### src/rtl/apb_req_arbiter.sv
`default_nettype none
// ============================================================================
// Module   : apb_req_arbiter
// Brief    : Round-robin arbiter sharing one APB slave port between NUM_REQ
//            local requesters, with SETUP/ACCESS sequencing, per-requester
//            response routing and an optional ACCESS-phase timeout.
// Revision : 1.0 - initial release
// ============================================================================
module apb_req_arbiter #(
  parameter int NUM_REQ    = 4,
  parameter int ADDR_WIDTH = 12,
  parameter int DATA_WIDTH = 32,
  parameter int TIMEOUT    = 256
) (
  input  logic                           pclk,
  input  logic                           prst_n,
  input  logic [NUM_REQ-1:0]             req_valid,
  input  logic [NUM_REQ*ADDR_WIDTH-1:0]  req_addr,
  input  logic [NUM_REQ-1:0]             req_write,
  input  logic [NUM_REQ*DATA_WIDTH-1:0]  req_wdata,
  input  logic [NUM_REQ*4-1:0]           req_strb,
  output logic [NUM_REQ-1:0]             req_ready,
  output logic [NUM_REQ-1:0]             rsp_valid,
  output logic [DATA_WIDTH-1:0]          rsp_rdata,
  output logic                           rsp_err,
  output logic                           psel,
  output logic                           penable,
  output logic [ADDR_WIDTH-1:0]          paddr,
  output logic                           pwrite,
  output logic [DATA_WIDTH-1:0]          pwdata,
  output logic [3:0]                     pstrb,
  input  logic [DATA_WIDTH-1:0]          prdata,
  input  logic                           pready,
  input  logic                           pslverr
);

  localparam int IDXW = (NUM_REQ > 1) ? $clog2(NUM_REQ) : 1;
  // Wait counter is sized for TIMEOUT; a disabled timeout still needs one bit.
  localparam int WCW  = (TIMEOUT > 0) ? $clog2(TIMEOUT + 1) : 1;

  localparam logic [IDXW-1:0]    C_LAST_RST   = IDXW'(NUM_REQ - 1);
  localparam logic [WCW-1:0]     C_WAIT_LIMIT = (TIMEOUT > 0) ? WCW'(TIMEOUT - 1) : '0;
  localparam logic [WCW-1:0]     C_WAIT_MAX   = (TIMEOUT > 0) ? WCW'(TIMEOUT) : '1;
  localparam logic [NUM_REQ-1:0] C_ONE        = NUM_REQ'(1);

  typedef enum logic [1:0] {
    S_IDLE   = 2'd0,
    S_SETUP  = 2'd1,
    S_ACCESS = 2'd2
  } state_t;

  state_t                  state_q;
  logic [IDXW-1:0]         last_grant_q;
  logic [WCW-1:0]          wait_cnt_q;
  logic                    psel_q;
  logic                    penable_q;
  logic [ADDR_WIDTH-1:0]   paddr_q;
  logic                    pwrite_q;
  logic [DATA_WIDTH-1:0]   pwdata_q;
  logic [3:0]              pstrb_q;
  logic [NUM_REQ-1:0]      rsp_valid_q;
  logic [DATA_WIDTH-1:0]   rsp_rdata_q;
  logic                    rsp_err_q;

  logic [IDXW-1:0]         win_idx_d;
  logic                    win_vld_d;
  logic [NUM_REQ-1:0]      grant_oh_d;

  // Unpacked views of the packed request payload buses
  logic [ADDR_WIDTH-1:0]   addr_arr  [NUM_REQ];
  logic [DATA_WIDTH-1:0]   wdata_arr [NUM_REQ];
  logic [3:0]              strb_arr  [NUM_REQ];

  genvar gi;
  generate
    for (gi = 0; gi < NUM_REQ; gi++) begin : g_unpack
      assign addr_arr[gi]  = req_addr[gi*ADDR_WIDTH +: ADDR_WIDTH];
      assign wdata_arr[gi] = req_wdata[gi*DATA_WIDTH +: DATA_WIDTH];
      assign strb_arr[gi]  = req_strb[gi*4 +: 4];
    end
  endgenerate

  // Round-robin pick: first valid requester searching upward from last_grant+1
  always_comb begin
    int              cand;
    logic [IDXW-1:0] cand_idx;
    win_idx_d = '0;
    win_vld_d = 1'b0;
    cand      = 0;
    cand_idx  = '0;
    for (int k = 1; k <= NUM_REQ; k++) begin
      cand = int'(last_grant_q) + k;
      if (cand >= NUM_REQ) begin
        cand = cand - NUM_REQ;
      end
      cand_idx = IDXW'(cand);
      if (!win_vld_d && req_valid[cand_idx]) begin
        win_vld_d = 1'b1;
        win_idx_d = cand_idx;
      end
    end
  end

  // Accept pulse only in IDLE; forced low while reset is asserted
  assign grant_oh_d = (state_q == S_IDLE && win_vld_d) ? (C_ONE << win_idx_d) : '0;
  assign req_ready  = prst_n ? grant_oh_d : '0;

  // Transfer sequencer: arbitration, APB phases, completion and timeout
  always_ff @(posedge pclk or negedge prst_n) begin
    if (!prst_n) begin
      state_q      <= S_IDLE;
      last_grant_q <= C_LAST_RST;
      wait_cnt_q   <= '0;
      psel_q       <= 1'b0;
      penable_q    <= 1'b0;
      paddr_q      <= '0;
      pwrite_q     <= 1'b0;
      pwdata_q     <= '0;
      pstrb_q      <= '0;
      rsp_valid_q  <= '0;
      rsp_rdata_q  <= '0;
      rsp_err_q    <= 1'b0;
    end else begin
      rsp_valid_q <= '0;
      case (state_q)
        S_IDLE: begin
          if (win_vld_d) begin
            paddr_q      <= addr_arr[win_idx_d];
            pwrite_q     <= req_write[win_idx_d];
            pwdata_q     <= wdata_arr[win_idx_d];
            // Reads never carry strobes
            pstrb_q      <= req_write[win_idx_d] ? strb_arr[win_idx_d] : 4'h0;
            last_grant_q <= win_idx_d;
            psel_q       <= 1'b1;
            state_q      <= S_SETUP;
          end
        end
        S_SETUP: begin
          penable_q  <= 1'b1;
          wait_cnt_q <= '0;
          state_q    <= S_ACCESS;
        end
        S_ACCESS: begin
          // pready wins over a timeout landing in the same cycle
          if (pready) begin
            rsp_valid_q <= C_ONE << last_grant_q;
            rsp_rdata_q <= prdata;
            rsp_err_q   <= pslverr;
            psel_q      <= 1'b0;
            penable_q   <= 1'b0;
            state_q     <= S_IDLE;
          end else if ((TIMEOUT != 0) && (wait_cnt_q == C_WAIT_LIMIT)) begin
            rsp_valid_q <= C_ONE << last_grant_q;
            rsp_rdata_q <= '0;
            rsp_err_q   <= 1'b1;
            psel_q      <= 1'b0;
            penable_q   <= 1'b0;
            state_q     <= S_IDLE;
          end else if (wait_cnt_q != C_WAIT_MAX) begin
            wait_cnt_q <= wait_cnt_q + WCW'(1);
          end
        end
        default: begin
          psel_q    <= 1'b0;
          penable_q <= 1'b0;
          state_q   <= S_IDLE;
        end
      endcase
    end
  end

  assign psel      = psel_q;
  assign penable   = penable_q;
  assign paddr     = paddr_q;
  assign pwrite    = pwrite_q;
  assign pwdata    = pwdata_q;
  assign pstrb     = pstrb_q;
  assign rsp_valid = rsp_valid_q;
  assign rsp_rdata = rsp_rdata_q;
  assign rsp_err   = rsp_err_q;

endmodule
`default_nettype wire
### config.mk
export PLATFORM = sky130hd
export DESIGN_NAME = apb_req_arbiter
export DESIGN_NICKNAME = d
export VERILOG_FILES = /design/src/rtl/apb_req_arbiter.sv
export SDC_FILE = /design/constraint.sdc
export NUM_CORES = 1
export LEC_CHECK = 0
export BUFFER_PORTS_ARGS = -buffer_cell sky130_fd_sc_hd__buf_2
export CORE_AREA = 2 2 128 130
export DETAILED_ROUTE_END_ITERATION = 8
export DIE_AREA = 0 0 130 132
export GPL_TIMING_DRIVEN = 0
export MAX_ROUTING_LAYER = met4
export PLACE_DENSITY = 0.71
export SYNTH_ARGS = -nofsm -noshare
export SYNTH_HDL_FRONTEND = slang
export SYNTH_SLANG_ARGS = --single-unit
### constraint.sdc
create_clock -name pclk -period 6.7 [get_ports pclk]
set_clock_uncertainty 0.15 [all_clocks]
set_input_delay 0.67 -clock pclk [delete_from_list [all_inputs] [get_ports pclk]]
set_output_delay 0.67 -clock pclk [all_outputs]
set_load 0.02 [all_outputs]
## After elaboration in Yosys (flattened, before gate mapping)

Cells that the tools add are included.

| word-level totals | value |
|---|---|
| bits in registers | 101 |
| logic and storage cells | 115 |

| operators by class | value |
|---|---|
| shift operators | 2 |
| reduce and logical (&&, ||, !) cells | 16 |
| equal/unequal tests | 9 |
| muxes and demuxes | 54 |
| $add $sub $neg | 9 |
| order comparisons | 10 |
| bitwise logic cells | 3 |

Operators by type and width:

| kind | count |
|---|---|
| two-way mux 32 bit | 4 |
| binary-select mux 32 bit (select 2 bit) | 1 |
| two-way mux 4 bit | 8 |
| two-way mux 9 bit | 3 |
| binary-select mux 12 bit (select 2 bit) | 1 |
| two-way mux 12 bit | 2 |
| two-way mux 2 bit | 11 |
| one-hot mux 9 bit (2 select lines) | 1 |
| less-than comparator 2 x 3 -> 1 bit (second input constant) | 5 |
| two-way mux 1 bit | 14 |
| >= comparator 3 bit (second input constant) | 4 |
| binary-select mux 1 bit (select 2 bit) | 5 |
| adder 9 x 1 -> 9 bit (second input constant) | 1 |
| equality test 9 x 8 -> 1 bit (second input constant) | 1 |
| inequality test 9 bit (second input constant) | 1 |
| binary-select mux 4 bit (select 2 bit) | 1 |
| inequality test 2 bit (second input constant) | 4 |
| AND reduction 2 bit | 4 |
| left shift 1 x 2 -> 4 bit (first input constant) | 2 |
| subtractor 2 x 1 -> 2 bit (second input constant) | 4 |
| adder 2 x 2 -> 3 bit (second input constant) | 2 |
| one-hot mux 1 bit (3 select lines) | 2 |
| one-hot mux 2 bit (3 select lines) | 1 |
| adder 2 x 3 -> 4 bit (second input constant) | 1 |
| other kinds (13) | 20 |

## Depth between registers and ports, before layout

| depth | value |
|---|---|
| depth in word-level cells | 20 |
| mapped depth | 12 |
| gate-level depth less buffers | 10 |

## Worst setup path after synthesis

No wires, ideal clock.

| timing path | value |
|---|---|
| path type | register to output |
| from | register last_grant_q[0] |
| to | output req_ready[0] |
| slack | 3375 ps |
| data required time | 5880 ps |
| cell stages (with the launch flop) | 9 |
| data arrival time | 2505 ps |
| cell sequence | dfstp_2 buf_2 inv_2 ha_1 nor2_1 a21oi_2 o211ai_1 xnor2_1 nor3b_1 |

| between the ends | value |
|---|---|
| word-level cells in the longest chain between the ends | 18 |
| elaborated cells on any way between the ends | 42 |

Ends and longest elaborated chain:

| element | RTL line | text |
|---|---|---|
| start, declared | 53 | `logic [IDXW-1:0] last_grant_q;` |
| start signal, assigned | 133 | `last_grant_q <= win_idx_d;` |
| adder 2 x 1 -> 3 bit | 92 | `cand = int'(last_grant_q) + k;` |
| >= comparator 3 bit / subtractor 2 x 1 -> 2 bit (equally long branches) | 93, 94 |  |
| two-way mux 2 bit | 93 | `if (cand >= NUM_REQ) begin` |
| binary-select mux 1 bit (select 2 bit) | 97 | `if (!win_vld_d && req_valid[cand_idx]) begin` |
| two-way mux 1 bit (not written as such) | 97 |  |
| two-way mux 1 bit | 97 |  |
| zero test 1 bit | 97 |  |
| logical AND 1 bit | 97 |  |
| [... 2 more ...] | n/a |  |
| logical AND 1 bit | 97 |  |
| two-way mux 1 bit | 97 |  |
| zero test 1 bit | 97 |  |
| logical AND 1 bit | 97 |  |
| two-way mux 2 bit / two-way mux 1 bit (equally long branches) | 97 |  |
| left shift 1 x 2 -> 4 bit / logical AND 1 bit (equally long branches) | 105 | `assign grant_oh_d = (state_q == S_IDLE && win_vld_d) ? (C_ONE << win_idx_d) : '0;` |
| two-way mux 4 bit * | 105 |  |
| two-way mux 4 bit * | 106 | `assign req_ready = prst_n ? grant_oh_d : '0;` |
| end, declared | 22 | `output logic [NUM_REQ-1:0] req_ready,` |

Every way passes the cells marked *; elsewhere a longest branch is shown, timed or not. The select of a mux whose other input is x is not followed.

## Final worst setup path

Ends and elaborated chain as after synthesis.

==> impl_metrics.toml <==
[route]
ant_nets = 0
dr.pass1.iters = 4
vias_per_cell = 4.96
post-route-drc-count = 0
vias = 5257
drt-initial-drc-count = 260
finalWirelength_um = 17600
wl_per_cell_um = 16.6

[yosys]
synth_cells = 499
ys_seq_area_share_pct = 46.2
ys.flop_type = "dfrtp_1"
syn_nets = 742
synthArstFlopShare_pct = 100
ys.warnings.count = 0
ys_seq_elements = 101
syn_area_um2 = 5480
avgSynthCellArea_um2 = 11.0
synth_edf_count = 0
synth_cell_type_count = 53

[final_layout]
mostFrequentLayoutCells = "329 x buf_2, 107 x mux2i_1, 99 x dfrtp_1"
nets = 1081
syn2layout_area_growth_pct = 40.9
final_common_cell = "buf_2"
drive_gt1_share_pct = 44.1
utilization_pct = 49.2
stdcell_area_um2 = 7720

[run]
maxCapViolations = 0

[grt]
met1_usage_pct = 26.2
grt.met2_usage_pct = 33.7
overflow = 0
grt_max_degree = 56
met3_usage_pct = 4.50
antenna_found_initial = 1
grt_pass1_vias = 5145
grt_pass1_wl_um = 26900
track_usage_pct = 20.6
grt-busiest-layer = "met2"

[critical_path]
critPathKind = "register to output port"
cp_common_cell = "buf_2"
worstSetupStartpointType = "register"
cp_top_family = "flip-flops"
end_kind = "output port"
slowest_stage = "dfstp_2"
arrival_ps = 3010
cp_num_buf_inv = 3
cp_cell_sequence = "buf_2 -> inv_2 -> ha_1 -> nor2_1 -> a21oi_2 -> o211ai_1 -> xnor2_1 -> nor3b_1 -> buf_2"
crit_required_ps = 5880
critPathMaxFanout = 11
cpPeakStageDelay_ps = 550

[timing]
hold_viol_final = 0
fmax_ghz = 0.261
timing.final.crit_share_pct = 57.1
worst_slew_pin_slew_ps = 794
fin_tns_setup_ps = 0
relSlewSlack_pct = 46.7
slew_viol_final = 0
finalSetupViolations = 0
rsz0062_at_grt = "no"
post-route-min-period_ps = 3830

[clock_network]
clock_path_buffers = 2
cts_tree = "built"
numCtsBuffers = 9
ctsHtreeMaxLevel = 3
clock_sinks = 101
clk_latency_ps = 350
root_buffer = "clkbuf_16"
cts.repair.resized = 0
postCtsSetupRepairBufs = 0
hold_buffers = 0
clkTransAtPathRegs_ps = 80

[power]
vdd_drop_max_mv = 0.219
power.leakage_nw = 4.16
powerDensity_nw_per_um2 = 508

[floorplan]
start_util_pct = 34.9
num_rows = 46
coreArea_um2 = 15700
die_w_um = 130
die_area_um2 = 17200
pin_count = 328
die_h_um = 132

[status]
outcome = "complete, no violations"

[placement]
dp_hpwl_um = 13800
place.gp.congestion = 0.863
io_buffers = 327
placed_area_um2 = 7420

[hold_path]
worstHoldPathType = "primary input to async pin"
==> per-stage QoR <==
step,power (mW),cells,hold WS [ps],worst slack [ps]
floorplan,2.70,499,224,3370
global placement,3.39,1042,313,2690
detailed placement,3.43,1043,323,3270
CTS,3.97,1059,197,2850
global route,4.20,1060,220,2630
finish,3.93,1060,177,2870
==> power breakdown <==
group / total [mW] / switching, mW / internal [mW] / leakage (nW)
logic: 2.36 / 1.39 / 0.976 / 2.74
clock network: 0.527 / 0.262 / 0.265 / 0.148
registers: 1.04 / 0.153 / 0.886 / 1.27
total: 3.93 / 1.80 / 2.13 / 4.16
==> Yosys cell counts (7+ instances only) <==
master    number  share of area [%]
dfrtp_1       99                 45
o221ai_1      44                7.0
o21ai_0        7               0.64
nor2_1        20                1.4
inv_1         12               0.82
a22o_1        32                5.1
nand2_1       61                4.2
ha_1           7                1.6
buf_4          7               0.96
mux2i_1      107                 20
clkbuf_1      20                1.4
a21oi_1        9               0.82
==> logic make-up (layout without fill, tap and decap cells) <==
family                     count (synthesis)  in the layout  share of synthesized area (%)
and+or+nand+nor                          116            116                           9.84
AOI/OAI and AO/OA                        112            112                           17.0
muxes                                    110            110                           20.2
DFF                                      101            101                           46.2
buffers and inverters                     48            392                           4.38
adders and majority gates                  7              7                           1.60
xor gates and xnor gates                   5              5                          0.799
other                                      0              1                              0
==> routing by layer <==
layer  up-vias  wire (um)
met5         -          0
met4         0        240
met3        19       1050
met2       191       8620
met1      2502       7670
li1       2545          -
==> flip-flops by register name, indices dropped and copies added, names as in the netlist <==
signal	flops
penable	1
rsp_valid	4
rsp_err	1
pwrite	1
paddr	12
last_grant_q	2
pwdata	32
pstrb	4
rsp_rdata	32
state_q	2
psel	1
wait_cnt_q	9
==> worst paths after layout <==
check                      slack [ps]                     endpoint  cells after the start                   startpoint
max                              2870                 req_ready[0]                      9  last_grant_q[0]$_DFFE_PN1N_
min                               180    rsp_rdata[10]$_DFFE_PN0P_                      1                       prst_n
max reg2reg                      3480       pwdata[30]$_DFFE_PN0N_                     12  last_grant_q[0]$_DFFE_PN1N_
min reg2reg                       330         paddr[7]$_DFFE_PN0N_                      2         paddr[7]$_DFFE_PN0N_
max in group asynchronous        5500  last_grant_q[0]$_DFFE_PN1N_                      2                       prst_n
min in group pclk                 330         paddr[7]$_DFFE_PN0N_                      2         paddr[7]$_DFFE_PN0N_
==> layout make-up <==
type,instances,area [um^2]
clock inverter,7,78.8
clock buffer,9,225
buffer,34,188
multi-input combinational,350,2710
antenna,1,2.50
inverter,14,52.6
timing repair buffer,328,1670
fill,1507,7990
sequential,101,2530
tap,216,270
No activity file was read; power rests on OpenSTA's default activity.
